$ cat src/rtl/crc_framer_if.sv
// Byte-stream handshake bundle for crc_framer: payload input side (s_*)
// and framed output side (m_*), each with valid/ready.
interface crc_framer_if;
    logic [7:0] s_data;
    logic       s_valid;
    logic       s_last;
    logic       s_ready;
    logic [7:0] m_data;
    logic       m_valid;
    logic       m_last;
    logic       m_ready;

    // Upstream/downstream environment view: drives payload, consumes output
    modport master (
        output s_data, s_valid, s_last, m_ready,
        input  s_ready, m_data, m_valid, m_last
    );

    // Framer view: consumes payload, drives framed output
    modport slave (
        input  s_data, s_valid, s_last, m_ready,
        output s_ready, m_data, m_valid, m_last
    );
endinterface

$ cat src/rtl/crc_framer.sv
// Transmit framing stage: forwards payload bytes unchanged, then appends the
// frame CRC (MSB byte first, MSB-first non-reflected, no final XOR).
// One output register stage, one byte per cycle, counts completed frames.
module crc_framer #(
    parameter int unsigned    N        = 16,
    parameter logic [N-1:0]   CRC_POLY = 'h8005,
    parameter logic [N-1:0]   CRC_INIT = '0
) (
    input  logic         clk,
    input  logic         rst,
    crc_framer_if.slave  bus,
    output logic [15:0]  frame_cnt
);

    localparam int unsigned NB     = N / 8;
    localparam logic [1:0]  K_LAST = 2'(NB - 1);

    localparam logic [0:0] ST_PAYLOAD = 1'b0;
    localparam logic [0:0] ST_APPEND  = 1'b1;

    logic [0:0]   state;
    logic [N-1:0] crc;
    logic [1:0]   k;
    logic         slot_free;
    logic         accept;
    logic [N-1:0] crc_next;
    logic [7:0]   crc_sel;

    // Fold one byte into the CRC, bit 7 first
    function automatic logic [N-1:0] crc_byte(input logic [N-1:0] c_in,
                                              input logic [7:0]   d);
        logic [N-1:0] c;
        logic         fb;
        c = c_in;
        for (int unsigned i = 0; i < 8; i++) begin
            fb = c[N-1] ^ d[3'(7 - i)];
            c  = c << 1;
            if (fb) c = c ^ CRC_POLY;
        end
        return c;
    endfunction

    // Handshake qualifiers; s_ready is held low while reset is asserted
    always_comb begin
        slot_free   = !bus.m_valid || bus.m_ready;
        bus.s_ready = rst && (state == ST_PAYLOAD) && slot_free;
        accept      = bus.s_valid && bus.s_ready;
        crc_next    = crc_byte(crc, bus.s_data);
    end

    // Select CRC byte k for the append phase
    always_comb begin
        crc_sel = '0;
        for (int unsigned i = 0; i < NB; i++) begin
            if (k == 2'(i)) crc_sel = crc[8*i +: 8];
        end
    end

    // Framing FSM, output register stage and CRC accumulator
    always_ff @(posedge clk) begin
        if (!rst) begin
            state       <= ST_PAYLOAD;
            crc         <= CRC_INIT;
            k           <= '0;
            bus.m_data  <= '0;
            bus.m_valid <= 1'b0;
            bus.m_last  <= 1'b0;
        end else begin
            case (state)
                ST_PAYLOAD: begin
                    if (accept) begin
                        bus.m_data  <= bus.s_data;
                        bus.m_valid <= 1'b1;
                        bus.m_last  <= 1'b0;
                        crc         <= crc_next;
                        if (bus.s_last) begin
                            state <= ST_APPEND;
                            k     <= K_LAST;
                        end
                    end else if (slot_free) begin
                        bus.m_valid <= 1'b0;
                    end
                end
                default: begin
                    if (slot_free) begin
                        bus.m_data  <= crc_sel;
                        bus.m_valid <= 1'b1;
                        bus.m_last  <= (k == 2'd0);
                        if (k == 2'd0) begin
                            state <= ST_PAYLOAD;
                            crc   <= CRC_INIT;
                        end else begin
                            k <= k - 2'd1;
                        end
                    end
                end
            endcase
        end
    end

    // Completed-frame counter, advances on the downstream m_last handshake
    always_ff @(posedge clk) begin
        if (!rst) begin
            frame_cnt <= '0;
        end else if (bus.m_valid && bus.m_ready && bus.m_last) begin
            frame_cnt <= frame_cnt + 16'd1;
        end
    end

endmodule

$ cat src/flat_wrapper.sv
// flat-port wrapper written by rule: the top's interface ports become plain ports
module crc_framer_flat 
#(
    parameter int unsigned    N        = 16,
    parameter logic [N-1:0]   CRC_POLY = 'h8005,
    parameter logic [N-1:0]   CRC_INIT = '0
)
  (clk, rst, frame_cnt, bus_s_data, bus_s_valid, bus_s_last, bus_m_ready, bus_s_ready, bus_m_data, bus_m_valid, bus_m_last);
  crc_framer_if bus_i ();
  input  logic clk;
  input  logic rst;
  output logic [15:0] frame_cnt;
  input wire logic [$bits(bus_i.s_data)-1:0] bus_s_data;
  input wire logic [$bits(bus_i.s_valid)-1:0] bus_s_valid;
  input wire logic [$bits(bus_i.s_last)-1:0] bus_s_last;
  input wire logic [$bits(bus_i.m_ready)-1:0] bus_m_ready;
  output wire logic [$bits(bus_i.s_ready)-1:0] bus_s_ready;
  output wire logic [$bits(bus_i.m_data)-1:0] bus_m_data;
  output wire logic [$bits(bus_i.m_valid)-1:0] bus_m_valid;
  output wire logic [$bits(bus_i.m_last)-1:0] bus_m_last;
  assign bus_i.s_data = bus_s_data;
  assign bus_i.s_valid = bus_s_valid;
  assign bus_i.s_last = bus_s_last;
  assign bus_i.m_ready = bus_m_ready;
  assign bus_s_ready = bus_i.s_ready;
  assign bus_m_data = bus_i.m_data;
  assign bus_m_valid = bus_i.m_valid;
  assign bus_m_last = bus_i.m_last;
  crc_framer #(.N(N), .CRC_POLY(CRC_POLY), .CRC_INIT(CRC_INIT)) u_core (.clk(clk), .rst(rst), .bus(bus_i), .frame_cnt(frame_cnt));
endmodule
$ cat config.mk
export PLATFORM = sky130hd
export DESIGN_NAME = crc_framer_flat
export DESIGN_NICKNAME = d
export VERILOG_FILES = /design/src/rtl/crc_framer_if.sv /design/src/rtl/crc_framer.sv /design/src/flat_wrapper.sv
export SDC_FILE = /design/constraint.sdc
export NUM_CORES = 1
export LEC_CHECK = 0
export ABC_AREA = 0
export CAP_MARGIN = 20
export CORE_MARGIN = 5
export CORE_UTILIZATION = 52
export CTS_CLUSTER_DIAMETER = 80
export DETAILED_ROUTE_END_ITERATION = 7
export GPL_TIMING_DRIVEN = 0
export PLACE_DENSITY_LB_ADDON = 0.08
export SYNTH_ARGS = -nofsm -noshare
export SYNTH_HDL_FRONTEND = slang
export SYNTH_SLANG_ARGS = --single-unit
$ cat constraint.sdc
create_clock -name clk -period 2.35 [get_ports clk]
set_clock_uncertainty 0.15 [all_clocks]
set_input_delay 0.705 -clock clk [delete_from_list [all_inputs] [get_ports clk]]
set_output_delay 0.705 -clock clk [all_outputs]
set_load 0.005 [all_outputs]
# Yosys cells after proc, flatten, opt, wreduce, memory -nomap -nowiden
# Cells that the tools add are included.
[totals] ff_bits=45 word_cells=79
[classes] mux=34 reduce_logical=15 n_addsub=2 eq_ne=4 bitwise=17
[op_table] operator="$mux W16" n=12
[op_table] operator="$mux W8" n=5
[op_table] operator="$not A3 Y3" n=8
[op_table] operator="$add A16 B1 Y16 const B" n=1
[op_table] operator="$mux W1" n=12
[op_table] operator="$mux W2" n=5
[op_table] operator="$xor A1 B1 Y1" n=8
[op_table] operator="$ne A2 B2 Y1 const B" n=3
[op_table] operator="$reduce_bool A2 Y1" n=3
[op_table] operator="$logic_and A1 B1 Y1" n=5
[op_table] operator="$reduce_and A2 Y1" n=2
[op_table] operator="$reduce_and A4 Y1" n=1
[op_table] operator="$reduce_and A3 Y1" n=1
[op_table] operator="$eq A2 B1 Y1 const B" n=1
[op_table] operator="$logic_not A2 Y1" n=1
[op_table] operator="$sub A2 B1 Y2 const B" n=1
[op_table] operator="$logic_not A1 Y1" n=1
[op_table] operator="$logic_or A1 B1 Y1" n=1
[op_table] operator="$not A1 Y1" n=1

# Depth between registers and ports, before layout
[depth] word_depth=18 depth_mapped=8 depth_no_buf=7

# Worst setup path before layout
# No wires, ideal clock.
[synth_path] kind="input port to flip-flop" from="in bus_s_data[5]" to="reg u_core.crc[15]" arrival_ps=1971 setup_ps=117 n_path_buf=0 required_time_ps=2083 cell_stages=5 slack_ps=112 path_cell_list="xnor2_1 xnor2_1 xor3_2 xnor3_1 a32o_1"
[synth_between] elab_chain_len=14
[synth_rtl] element="start, declared" line="flat_wrapper.sv:13" rtl="input wire logic [$bits(bus_i.s_data)-1:0] bus_s_data;"
[synth_rtl] element="$xor A1 B1 Y1" line="crc_framer.sv:36" rtl="fb = c[N-1] ^ d[3'(7 - i)];"
[synth_rtl] element="$mux W16" line="crc_framer.sv:38" rtl="if (fb) c = c ^ CRC_POLY;"
[synth_rtl] element="$xor A1 B1 Y1" line="crc_framer.sv:36"
[synth_rtl] element="$mux W16" line="crc_framer.sv:38"
[synth_rtl] element="$xor A1 B1 Y1" line="crc_framer.sv:36"
[synth_rtl] element="$mux W16" line="crc_framer.sv:38"
[synth_rtl] element="$xor A1 B1 Y1" line="crc_framer.sv:36"
[synth_rtl] element="$mux W16" line="crc_framer.sv:38"
[synth_rtl] element="$xor A1 B1 Y1" line="crc_framer.sv:36"
[synth_rtl] element="$mux W16" line="crc_framer.sv:38"
[synth_rtl] element="$xor A1 B1 Y1" line="crc_framer.sv:36"
[synth_rtl] element="$mux W16" line="crc_framer.sv:38"
[synth_rtl] element="$mux W16" line="crc_framer.sv:71" rtl="if (accept) begin"
[synth_rtl] element="$mux W16" line="crc_framer.sv:69" rtl="case (state)"
[synth_rtl] element="end signal, assigned" line="crc_framer.sv:75" rtl="crc <= crc_next;"
[synth_rtl] element="end, declared" line="crc_framer.sv:22" rtl="logic [N-1:0] crc;"
# Every way passes these cells. The select of a mux whose other input is x is not followed.
# A chain may end at the register's enable or synchronous reset.

# Final worst setup path
[layout_path] from="in bus_m_ready" to="out bus_s_ready"
[layout_between] elab_chain_len=2
[layout_rtl] element="start, declared" line="flat_wrapper.sv:16" rtl="input wire logic [$bits(bus_i.m_ready)-1:0] bus_m_ready;"
[layout_rtl] element="$logic_or A1 B1 Y1" line="crc_framer.sv:45" rtl="slot_free = !bus.m_valid || bus.m_ready;"
[layout_rtl] element="$logic_and A1 B1 Y1" line="crc_framer.sv:46" rtl="bus.s_ready = rst && (state == ST_PAYLOAD) && slot_free;"
[layout_rtl] element="end, declared" line="flat_wrapper.sv:17" rtl="output wire logic [$bits(bus_i.s_ready)-1:0] bus_s_ready;"
# Every way passes these cells.

==> implementation parameters <==
Parameter                              Value

Pwr
  Fraction of power consumed by sequential logic    44.0%
  Total internal power    1421 uW
  Switch share    26.56%
  P_leak    0.001132 uW
  Peak supply drop    0.5581 mV
  Combinational power share    25.0%
  Power spent charging and discharging nets    513.9 uW
  Clock power frac    31.0%
  Power density over cell area    640.4 nW/um^2

Placed design
  Cell area after placement    2724 um^2
  Total instance count after detailed placement    341
  Estimated wirelength of the detail-placed design    3.693 mm
  Final Wtd Congestion    0.8567
  Setup slack at placement    -0.9223 ns
  Count of buffers inserted at the top-level ports    39

Synthesis
  Flip-flop and latch count after synthesis    45
  Count leader, synth    sky130_fd_sc_hd__dfxtp_1
  Sequential-to-total area share from yosys stat    39.71%
  Synth warnings    0
  Number of library cell types mapped by synthesis    37
  Most area-hungry cell type in the Yosys netlist    sky130_fd_sc_hd__dfxtp_1
  Synth Area per Inst    9.074 um^2
  Portion of synthesized cell area occupied by the leading cell type    39.71%
  Post-Synthesis Cells    250
  Dominant register cell in the synthesized netlist    sky130_fd_sc_hd__dfxtp_1
  Most common library cells after synthesis    45 x sky130_fd_sc_hd__dfxtp_1, 32 x sky130_fd_sc_hd__nand2_1, 22 x sky130_fd_sc_hd__xnor2_1, 18 x sky130_fd_sc_hd__nor2b_1, 16 x sky130_fd_sc_hd__o211ai_1
  Fraction of synthesis flops using an asynchronous set or reset pin    0%
  Count of flip-flops with a built-in enable after synthesis    0
  Synthesized net count    266
  Biggest area contributors in the synthesized netlist    sky130_fd_sc_hd__dfxtp_1 40%, sky130_fd_sc_hd__xnor2_1 8.5%, sky130_fd_sc_hd__nand2_1 5.3%
  Synthesized area    2268 um^2

Drt
  Vias per Instance    5.381
  Average wire length per cell after detail routing    15.29 um
  Iter 0 DRT Violations    138
  Total number of vias    1,937
  Number of nets with antenna violations after routing    0
  Total Wirelength    5.503 mm
  Number of iterations in the first detailed-routing pass    4
  DRC viols    0

Cells and area
  Share of post-route cells with drive strength above 1    14.29%
  Layout overhead on the synthesized area    33.20%
  Fill cells    359
  N_diodes    0
  Post-route standard cell area excluding fillers    3022 um^2
  Final core utilization    70.37%
  Total Nets Final    323
  Finished Layout Cells    360

CTS
  TritonCTS clock tree    done
  Cts bufs inserted    5
  Clock buffer depth    2
  Worst-skew pair later-pin latency    0.30 ns
  Max H-tree Level    2
  Register clock-pin slew on the reported worst setup and hold paths    0.08 ns
  Clk sink count    45
  Buffer cell driving the clock tree root    sky130_fd_sc_hd__clkbuf_8

Timing
  Max Transition Viols Final    0
  Max Clock Freq    431.3 MHz
  Headroom to the max-slew limit    63.52%
  Min cycle time layout    2.318 ns
  Final hold violation count    0
  Setup-violating endpoint count in the final report    0
  Period utilization    98.66%
  Measured slew at the worst slew-check pin    0.5442 ns
  Worst path setup slack after routing    0.03160 ns

Floorplan
  Chip Width    76.05 um
  Std-Cell Rows    24
  I/O pin count    40
  Core Footprint    4294 um^2
  Starting utilization of the core area    52.83%
  Die Span Y    76.05 um
  Area enclosed by the die boundary    5784 um^2

GRT
  Pin count of the biggest net entering global routing    14
  First-pass GRT wire length    8.707 mm
  Antenna violations before repair    0
  Residual overflow from global routing    0
  Global-route usage over all layers    18.45%
  Number of global-route vias before repair    1,763

Setup path
  Setup crit end kind    output pin
  Type of the worst setup path    in -> out
  Required time of the worst setup path    1.49 ns
  CP arrival    1.46 ns
  Crit-path max FO    8
  Startpoint class of the critical path    input pin

Worst hold path
  Hold crit path type    reg -> reg

Outcome
  Result of the run    complete, no violations

Flow run
  Max-capacitance violation count    0
-- power groups by stage --
stage | combinational [uW] | sequential [uW] | clock [uW]
finish | 484 | 851 | 600
detailed placement | 413 | 866 | 0
global route | 528 | 858 | 654
CTS | 460 | 851 | 618
global placement | 405 | 864 | 0
floorplan | 297 | 859 | 0
-- cell type report --
cell class / instances / area [um^2] / area share [%]
buffer: 15 / 75.07 / 2.484
clock buffer: 7 / 86.33 / 2.857
clock inverter: 1 / 30.03 / 0.9938
inverter: 5 / 18.77 / 0.6211
multi-input combinational: 184 / 1369 / 45.30
sequential: 45 / 900.9 / 29.81
tap: 52 / 65.06 / 2.153
timing repair buffer: 51 / 476.7 / 15.78
-- flip-flops by register name, summed over array words and instances (netlist names) --
signal and count:
u_core.bus.m_valid 1, u_core.crc 16, u_core.bus.m_last 1, u_core.bus.m_data 8, u_core.state 1, u_core.k 2
u_core.frame_cnt 16
-- stage by stage --
step / power, uW / hold slack [ns] / setup TNS (ns)
2_1_floorplan: 1156 / 0.3100 / 0
3_3_place_gp: 1269 / 0.2995 / -10.23
3_5_place_dp: 1278 / 0.3057 / -10.41
4_1_cts: 1929 / 0.3177 / -0.003574
5_1_grt: 2040 / 0.3357 / -0.008361
6_report: 1935 / 0.3131 / 0
-- cell usage in the layout, fill, tap and decap left out, types with 2 or more instances in the layout --
cell,count
sky130_fd_sc_hd__nand3_1,5
sky130_fd_sc_hd__dlymetal6s2s_1,2
sky130_fd_sc_hd__clkbuf_8,7
sky130_fd_sc_hd__xnor2_1,16
sky130_fd_sc_hd__a21boi_0,9
sky130_fd_sc_hd__nor2_1,2
sky130_fd_sc_hd__clkdlybuf4s50_1,30
sky130_fd_sc_hd__nand2_1,32
sky130_fd_sc_hd__buf_4,13
sky130_fd_sc_hd__and3_1,4
sky130_fd_sc_hd__inv_1,5
sky130_fd_sc_hd__xor2_2,3
sky130_fd_sc_hd__dlygate4sd2_1,4
sky130_fd_sc_hd__nor4_1,3
sky130_fd_sc_hd__xor2_1,6
sky130_fd_sc_hd__nand4_1,3
sky130_fd_sc_hd__dfxtp_1,45
sky130_fd_sc_hd__a22oi_1,14
sky130_fd_sc_hd__xnor2_2,8
sky130_fd_sc_hd__ha_1,3
sky130_fd_sc_hd__a32o_1,3
sky130_fd_sc_hd__o211ai_1,16
sky130_fd_sc_hd__a21oi_1,3
sky130_fd_sc_hd__and2_1,15
sky130_fd_sc_hd__clkbuf_2,4
sky130_fd_sc_hd__mux2i_1,2
sky130_fd_sc_hd__o21ai_0,4
sky130_fd_sc_hd__nor2b_1,17
sky130_fd_sc_hd__clkbuf_1,10
-- final timing paths --
path | start | end | slack [ns] | depth (start not counted)
hold reg to reg | u_core.bus.m_data[4] | u_core.bus.m_data[4] | 0.31 | 2
setup / recovery | bus_m_ready | bus_s_ready | 0.03 | 4
setup reg to reg | u_core.k[1] | u_core.bus.m_data[4] | 0.34 | 7
hold / removal | u_core.bus.m_data[4] | u_core.bus.m_data[4] | 0.31 | 2
-- per-layer routing --
metal,GRT usage [%],share of wire (%),vias up
li1,-,-,969
met1,27.82,48,907
met2,26.20,44,53
met3,4.137,6.4,8
met4,5.245,1.6,0
met5,0,0,-
-- critical path, stage by stage --
cell and delay, ns:
sky130_fd_sc_hd__clkdlybuf4s15_1 0.22, sky130_fd_sc_hd__nor2b_4 0.26, sky130_fd_sc_hd__nor3b_4 0.07, sky130_fd_sc_hd__clkdlybuf4s15_2 0.21
-- kinds of logic (layout without fill, tap and decap cells) --
| logic type | Yosys count | after routing | share of synthesized area [%] |
|---|---|---|---|
| multiplexers | 2 | 2 | 0.8826 |
| XOR/XNOR | 35 | 35 | 15.83 |
| flip-flops | 45 | 45 | 39.71 |
| adder cells (fa/ha/maj) | 3 | 3 | 1.655 |
| AND/OR/NAND/NOR | 92 | 92 | 21.62 |
| AO/OA/AOI/OAI | 52 | 52 | 16.77 |
| buffers and inverters | 21 | 79 | 3.530 |
-- repair_timing --
action / CTS / global route
gates resized for setup: 26 / 11
hold buffers: 0 / 0
setup buffers: 6 / 6
pin swaps: 7 / 4
setup endpoints to repair: 16 / 11
Note: power is estimated with default switching activity, not from simulation.
